===== src/rtl/ccr_unit_pkg.sv =====
// Purpose: shared flag indices and jump-condition encodings for the condition-code stage.
// Latency: n/a (declarations only).
// Backpressure: n/a.
package ccr_unit_pkg;

  localparam int FLAG_W = 3;

  // Bit positions inside the {C,N,Z} flag vector
  localparam int FLAG_Z = 0;
  localparam int FLAG_N = 1;
  localparam int FLAG_C = 2;

  typedef enum logic [1:0] {
    JMP_ALWAYS = 2'b00,
    JMP_Z      = 2'b01,
    JMP_N      = 2'b10,
    JMP_C      = 2'b11
  } jmp_cond_e;

endpackage


===== src/rtl/ccr_stack.sv =====
// Purpose: LIFO of flag snapshots saved on interrupt entry and popped on RTI.
// Latency: push/pop take effect at the clock edge; top_dat is combinational from the stored entries.
// Backpressure: none; pushes when full are ignored, the caller must gate push/pop and report errors.
// Ports: clk, rst_n (async active-low); push/push_dat, pop; top_dat = most recent snapshot;
//        full, empty, cnt = number of snapshots held.
module ccr_stack
  import ccr_unit_pkg::*;
#(
  parameter int STACK_DEPTH = 2
) (
  input  logic                           clk,
  input  logic                           rst_n,
  input  logic                           push,
  input  logic [FLAG_W-1:0]              push_dat,
  input  logic                           pop,
  output logic [FLAG_W-1:0]              top_dat,
  output logic                           full,
  output logic                           empty,
  output logic [$clog2(STACK_DEPTH):0]   cnt
);

  localparam int CNT_W = $clog2(STACK_DEPTH) + 1;
  localparam int IDX_W = (STACK_DEPTH > 1) ? $clog2(STACK_DEPTH) : 1;

  logic [FLAG_W-1:0] mem [STACK_DEPTH];
  logic [CNT_W-1:0]  cnt_q;
  logic [IDX_W-1:0]  wr_idx;
  logic [IDX_W-1:0]  rd_idx;
  logic              do_push;
  logic              do_pop;

  assign full    = (cnt_q == CNT_W'(STACK_DEPTH));
  assign empty   = (cnt_q == '0);
  assign cnt     = cnt_q;
  assign wr_idx  = IDX_W'(cnt_q);
  assign rd_idx  = IDX_W'(cnt_q - CNT_W'(1));
  assign top_dat = mem[rd_idx];

  // Pop wins if both are requested; a simultaneous push is discarded.
  assign do_pop  = pop & ~empty;
  assign do_push = push & ~pop & ~full;

  // Entry storage needs no reset: contents are only read while cnt_q says they are valid.
  always_ff @(posedge clk) begin
    if (do_push) begin
      mem[wr_idx] <= push_dat;
    end
  end

  always_ff @(posedge clk or negedge rst_n) begin
    if (!rst_n) begin
      cnt_q <= '0;
    end else if (do_pop) begin
      cnt_q <= cnt_q - CNT_W'(1);
    end else if (do_push) begin
      cnt_q <= cnt_q + CNT_W'(1);
    end
  end

endmodule


===== src/rtl/ccr_unit.sv =====
// Purpose: condition-code register after the ALU: masked flag writes, SETC/CLRC, jump resolve+consume, interrupt save/restore.
// Latency: flags and stack update 1 cycle after inputs; o_jmp_taken is combinational from the registered flags.
// Backpressure: i_stall freezes flags and stack; dropped pushes / empty pops are reported as one-cycle pulses.
// Ports: i_clk, i_rst_n; ALU flags + i_flag_we mask; i_setc/i_clrc; i_jmp_valid/i_jmp_cond;
//        i_int_save/i_rti_restore; o_ccr {C,N,Z}, o_jmp_taken, o_stack_cnt, o_save_ovf, o_restore_err.
module ccr_unit
  import ccr_unit_pkg::*;
#(
  parameter int STACK_DEPTH = 2
) (
  input  logic                          i_clk,
  input  logic                          i_rst_n,
  input  logic                          i_stall,
  input  logic                          i_alu_valid,
  input  logic                          i_alu_zero,
  input  logic                          i_alu_neg,
  input  logic                          i_alu_carry,
  input  logic [2:0]                    i_flag_we,
  input  logic                          i_setc,
  input  logic                          i_clrc,
  input  logic                          i_jmp_valid,
  input  logic [1:0]                    i_jmp_cond,
  input  logic                          i_int_save,
  input  logic                          i_rti_restore,
  output logic [FLAG_W-1:0]             o_ccr,
  output logic                          o_jmp_taken,
  output logic [$clog2(STACK_DEPTH):0]  o_stack_cnt,
  output logic                          o_save_ovf,
  output logic                          o_restore_err
);

  logic [FLAG_W-1:0] alu_flags;
  logic [FLAG_W-1:0] clr_mask;
  logic [FLAG_W-1:0] flags_nxt;
  logic [FLAG_W-1:0] stk_top;
  logic              stk_full;
  logic              stk_empty;
  logic              sel_flag;
  logic              do_push;
  logic              do_pop;
  logic              ovf_nxt;
  logic              err_nxt;
  jmp_cond_e         cond;

  assign alu_flags = {i_alu_carry, i_alu_neg, i_alu_zero};
  assign cond      = jmp_cond_e'(i_jmp_cond);

  // Jump decision looks only at the registered flags, so it never depends on this cycle's ALU result.
  always_comb begin
    sel_flag = 1'b1;
    clr_mask = '0;
    case (cond)
      JMP_Z:   sel_flag = o_ccr[FLAG_Z];
      JMP_N:   sel_flag = o_ccr[FLAG_N];
      JMP_C:   sel_flag = o_ccr[FLAG_C];
      default: sel_flag = 1'b1;
    endcase
    o_jmp_taken = i_jmp_valid & sel_flag;
    if (o_jmp_taken) begin
      case (cond)
        JMP_Z:   clr_mask[FLAG_Z] = 1'b1;
        JMP_N:   clr_mask[FLAG_N] = 1'b1;
        JMP_C:   clr_mask[FLAG_C] = 1'b1;
        default: clr_mask = '0;
      endcase
    end
  end

  // Next flags before any restore: consume < ALU write < SETC/CLRC. This is also the snapshot pushed.
  always_comb begin
    flags_nxt = o_ccr & ~clr_mask;
    for (int b = 0; b < FLAG_W; b++) begin
      if (i_alu_valid && i_flag_we[b]) begin
        flags_nxt[b] = alu_flags[b];
      end
    end
    if (i_setc) begin
      flags_nxt[FLAG_C] = 1'b1;
    end else if (i_clrc) begin
      flags_nxt[FLAG_C] = 1'b0;
    end
  end

  // Restore beats save in the same cycle: only the pop happens.
  assign do_pop  = ~i_stall & i_rti_restore & ~stk_empty;
  assign do_push = ~i_stall & i_int_save & ~i_rti_restore & ~stk_full;
  assign ovf_nxt = ~i_stall & i_int_save & ~i_rti_restore & stk_full;
  assign err_nxt = ~i_stall & i_rti_restore & stk_empty;

  ccr_stack #(
    .STACK_DEPTH (STACK_DEPTH)
  ) u_stack (
    .clk      (i_clk),
    .rst_n    (i_rst_n),
    .push     (do_push),
    .push_dat (flags_nxt),
    .pop      (do_pop),
    .top_dat  (stk_top),
    .full     (stk_full),
    .empty    (stk_empty),
    .cnt      (o_stack_cnt)
  );

  always_ff @(posedge i_clk or negedge i_rst_n) begin
    if (!i_rst_n) begin
      o_ccr         <= '0;
      o_save_ovf    <= 1'b0;
      o_restore_err <= 1'b0;
    end else begin
      o_save_ovf    <= ovf_nxt;
      o_restore_err <= err_nxt;
      if (!i_stall) begin
        o_ccr <= do_pop ? stk_top : flags_nxt;
      end
    end
  end

endmodule


===== config.mk =====
export PLATFORM = sky130hd
export DESIGN_NAME = ccr_unit
export DESIGN_NICKNAME = d
export VERILOG_FILES = /design/src/rtl/ccr_unit_pkg.sv /design/src/rtl/ccr_stack.sv /design/src/rtl/ccr_unit.sv
export SDC_FILE = /design/constraint.sdc
export NUM_CORES = 1
export LEC_CHECK = 0
export CAP_MARGIN = 0
export CORE_ASPECT_RATIO = 0.8
export CORE_UTILIZATION = 38
export CTS_CLUSTER_SIZE = 8
export DETAILED_ROUTE_END_ITERATION = 7
export PLACE_DENSITY = 0.77
export SLEW_MARGIN = 0
export SYNTH_ARGS = -nofsm -noshare
export SYNTH_HDL_FRONTEND = slang
export SYNTH_SLANG_ARGS = --single-unit

===== constraint.sdc =====
create_clock -name i_clk -period 3.4 [get_ports i_clk]
set_input_delay 0.51 -clock i_clk [delete_from_list [all_inputs] [get_ports i_clk]]
set_output_delay 0.51 -clock i_clk [all_outputs]
set_load 0.05 [all_outputs]

# Yosys cells after proc, flatten, opt, wreduce, memory -nomap -nowiden
# Memories as Yosys holds them, arrays and structs flattened.
# Index checks and enable logic that the tools add are counted.
word_totals:
  reg_bits: 7
  mem_bits_rw: 6
  in_bits: 17
  out_inout_bits: 8
  elab_cells: 49
  n_memories: 1
memory_table:
  columns: ["name", "depth", "word_bits", "read_ports", "rd_clocked_by_memory_dff", "write_ports", "line_no", "rtl"]
  rows:
  - ["u_stack.mem", 2, 3, 1, 0, 1, "ccr_stack.sv:25", "logic [FLAG_W-1:0] mem [STACK_DEPTH];"]
op_classes:
  addsub: 2
  eq_ne: 4
  mux: 15
  bitwise: 18
  reduce_logical: 5
ops:
  columns: ["cell", "count"]
  rows:
  - ["$and 1x1->1", 11]
  - ["$mux 1", 10]
  - ["$eq 2x2->1 const B", 3]
  - ["$mux 3", 2]
  - ["$not 1->1", 5]
  - ["$mux 2", 2]
  - ["$and 3x3->3", 1]
  - ["$logic_and 1x1->1", 3]
  - ["$not 3->3", 1]
  - ["$pmux 1 s3", 1]
  - ["$add 2x1->2 const B", 1]
  - ["$eq 2x1->1 const B", 1]
  - ["$logic_not 2->1", 1]
  - ["$reduce_bool 2->1", 1]
  - ["$sub 2x1->2 const B", 1]

# Logic depth before layout (Yosys ltp)
logic_depth:
  depth_word: 10
  depth_mapped: 6
  mapped_depth_nobuf: 5

# Cells and area by module
# A second synthesis with hierarchy kept.
hier_totals:
  hier_cells: 65
  area_unflattened_um2: 777.0
by_module_without_submodules:
  columns: ["module", "n_inst", "cells_each", "area_each_um2", "seq_area_each_um2"]
  rows:
  - ["ccr_unit", 1, 40, 391.6, 125.1]
  - ["ccr_stack", 1, 25, 385.4, 230.2]

# Least setup slack after synthesis
# OpenSTA, ideal clock, no wires.
synth_path:
  path_type: "register -> output"
  from: "register o_ccr[2]"
  to: "output port o_jmp_taken"
  arrival_time_ns: 1.581
  slack_ns: 1.309
  stages_incl_launch_ff: 3
  path_cell_list: "dfrtp_1 mux2i_1 a21oi_1"
synth_between:
  elab_chain_cells: 2
synth_lines:
  columns: ["item", "line_no", "rtl"]
  rows:
  - ["start, declared", "ccr_unit.sv:25", "output logic [FLAG_W-1:0] o_ccr,"]
  - ["start signal, assigned", "ccr_unit.sv:113", "o_ccr <= do_pop ? stk_top : flags_nxt;"]
  - ["$pmux 1 s3", "ccr_unit.sv:52", "case (cond)"]
  - ["$and 1x1->1", "ccr_unit.sv:58", "o_jmp_taken = i_jmp_valid & sel_flag;"]
  - ["end, declared", "ccr_unit.sv:26", "output logic o_jmp_taken,"]
# Every way passes these cells.

# Worst setup path after layout
layout_path:
  from: "input port i_jmp_cond[1]"
  to: "output port o_jmp_taken"
layout_between:
  elab_chain_cells: 3
layout_lines:
  columns: ["item", "line_no", "rtl"]
  rows:
  - ["start, declared", "ccr_unit.sv:22", "input logic [1:0] i_jmp_cond,"]
  - ["$eq 2x2->1 or $eq 2x1->1 (tied branches)", "ccr_unit.sv:52", null]
  - ["$pmux 1 s3 (*)", "ccr_unit.sv:52", null]
  - ["$and 1x1->1 (*)", "ccr_unit.sv:58", null]
# Mark *: on every way between the ends. The rest lies on a longest branch, timed or not.

==> impl_metrics.yaml <==
critical_path:
  worst_r2r_path_depth: 4
  crit_arrival_ps: 2190
  start_kind: "input pin"
  crit_fanout: 4
  rrSetupSlack_ps: 1670
  cp.required_ps: 2890
  rr_startpoint: "u_stack.cnt[0]"
  worst-setup-path-type: "input pin to output port"
  cp-end-kind: "output port"
  regToRegEndpoint: "u_stack.mem[0][1]"
finish:
  drive_above_1_share_pct: 12.4
  n_antenna_cell: 0
  finalNetCount: 109
  fin_cells: 111
  n_fill_cell: 145
  syn2layout_area_growth_pct: 39.1
  fin_area_sq_um: 992
floorplanning:
  core_sq_um: 1690
  core.rowCount: 13
  start_util_pct: 42.2
  chipHeight_um: 40.8
  fp.dieW_um: 50.4
  ioPinCount: 25
  dieArea_sq_um: 2060
timing:
  setup-tns-final_ps: 0
  period_minus_slack_ps: 2700
  fmax_mhz: 370
  finalCritPeriodShare_pct: 79.4
  fin_skew_ps: 5.06
  setup_ws_ps: 701
  tightest_slew_ps: 508
  finalSetupViolCount: 0
  slew_viol_final: 0
  relSlewSlack_pct: 66.0
  hold_violations: 0
  rsz0062_at_grt: "false"
clocking:
  ctsRootBufferMaster: "clkbuf_4"
  cts_hold_buf: 0
  clk_pin_slew_ps: 80
  cts_tree: "done"
  htree_levels: 1
  cts_sinks: 13
  cts-resized-gates: 0
  cts_setup_buffers: 0
  cts_made_buffers: 3
  insertion_delay_ps: 280
  clk_path_buf_depth: 2
synth:
  ys_top_cells_by_count: "8 x inv_1, 7 x dfrtp_1, 7 x nand2_1"
  synth.top_cell.area_share_pct: 25.3
  postSynthAreaPerCell_sq_um: 11.3
  syn_area_sq_um: 713
  yosysSeqAreaShare_pct: 49.8
  ys.flop_type: "dfrtp_1"
  synthDistinctLibCells: 27
  synthCells: 63
  synth.largest_area_cell: "edfxtp_1"
  ys_warn_count: 0
  yosys-top-cells-area: "edfxtp_1 25%, dfrtp_1 25%, mux2i_1 5.6%"
  yosysMostFrequentCell: "inv_1"
  synth_edf_count: 6
  synthArstFlopShare_pct: 53.8
  synthesis.nets: 82
  synth_seq_cells: 13
global_route:
  antenna_found_initial: 0
  gr-total-overflow: 0
  grtUsageTotal_pct: 17.3
  grt_max_degree: 9
  grt_pass1_vias: 504
  grt_pass1_wl_um: 2370
route:
  drt-initial-drc-count: 13
  drc: 0
  drt_pass1_iterations: 5
  wl_per_cell_um: 13.7
  drtAntennaViolNets: 0
  drt_wl_total_um: 1520
  num_vias: 569
  viasPerCell: 5.13
pwr:
  p_leak_nw: 0.415
  powerDensity_nw_per_um2: 684
  ir_worst_vdd_mv: 0.348
  power.total_mw: 0.679
run_status:
  outcome: "complete, no violations"
flow_run:
  max_cap_violations: 0
hold_path:
  hold_path_class: "input pin to asynchronous set/reset pin"
placement:
  place_ws_ps: 711
  placed_area_sq_um: 965
  numPortBuffers: 24
  dp.cells: 107
  dp_hpwl_um: 1200
  gp_congestion: 0.736
cells by family (layout without fill, tap and decap cells):
logic type,Yosys count,in the layout,share of synthesized area [%]
xor+xnor,1,1,1.23
flops,13,13,49.8
buf+inv,10,36,6.49
mux,4,4,5.61
simple gates,21,21,20.5
fa+ha+maj,2,2,3.51
compound gates,12,12,12.8
worst max-delay path, cell delays in order:
cell and delay (ps):
clkdlybuf4s50_1 510, nand2b_1 140, o21ai_0 80, a21oi_1 130, clkdlybuf4s50_1 820
per-layer routing:
layer	GRT usage [%]	wire length, um
met1	21.3	702
met2	27.0	694
met3	8.15	110
met4	6.25	10
met5	0	0
cell type report:
type                    instances  area, sq um  share of cell area [%]
clock buffers                   3         22.5                    2.27
clock inverters                 1         5.00                   0.504
inverters                       8         30.0                    3.03
multi-input cells              40          312                    31.4
flip-flops and latches         13          355                    35.8
well taps                      22         27.5                    2.77
repair buffers                 24          240                    24.2
power breakdown:
part / internal [mW] / leakage, nW / switching, mW
Combinational: 0.137 / 0.259 / 0.201
Clock: 0.0437 / 0.0177 / 0.0538
Sequential: 0.203 / 0.139 / 0.0402
Total: 0.384 / 0.415 / 0.295
worst max-delay path by stage:
| stage | slack [ps] | start | to | depth (start not counted) |
|---|---|---|---|---|
| after CTS | 710 | i_jmp_cond[1] | o_jmp_taken | 5 |
| after floorplan | 1310 | o_ccr[2] | o_jmp_taken | 2 |
| after global routing | 610 | i_jmp_cond[1] | o_jmp_taken | 5 |
| after detailed placement | 710 | i_jmp_cond[1] | o_jmp_taken | 5 |
| after global placement | 740 | i_jmp_cond[1] | o_jmp_taken | 5 |
| final | 700 | i_jmp_cond[1] | o_jmp_taken | 5 |
per-stage QoR:
stage,util [%],hold slack (ps)
finish,58.7,476
global placement,57.0,554
CTS,58.7,477
detailed placement,57.0,565
global route,58.7,484
floorplan,-,214
state kept, by name, indices dropped and copies added, names as in the netlist:
name,cells
o_restore_err,1
u_stack.cnt,2
o_ccr,3
u_stack.mem,6
o_save_ovf,1
placed cells by master (no fill, tap or decap), types with 3 or more instances in the layout:
| cell type | Yosys | final |
|---|---|---|
| dfrtp_1 | 7 | 7 |
| inv_1 | 8 | 8 |
| nand2_1 | 7 | 7 |
| edfxtp_1 | 6 | 6 |
| mux2i_1 | 4 | 4 |
| clkdlybuf4s50_1 | 0 | 24 |
| clkbuf_4 | 0 | 3 |
| nand3_1 | 3 | 3 |
(Power assumes the default switching activity.)
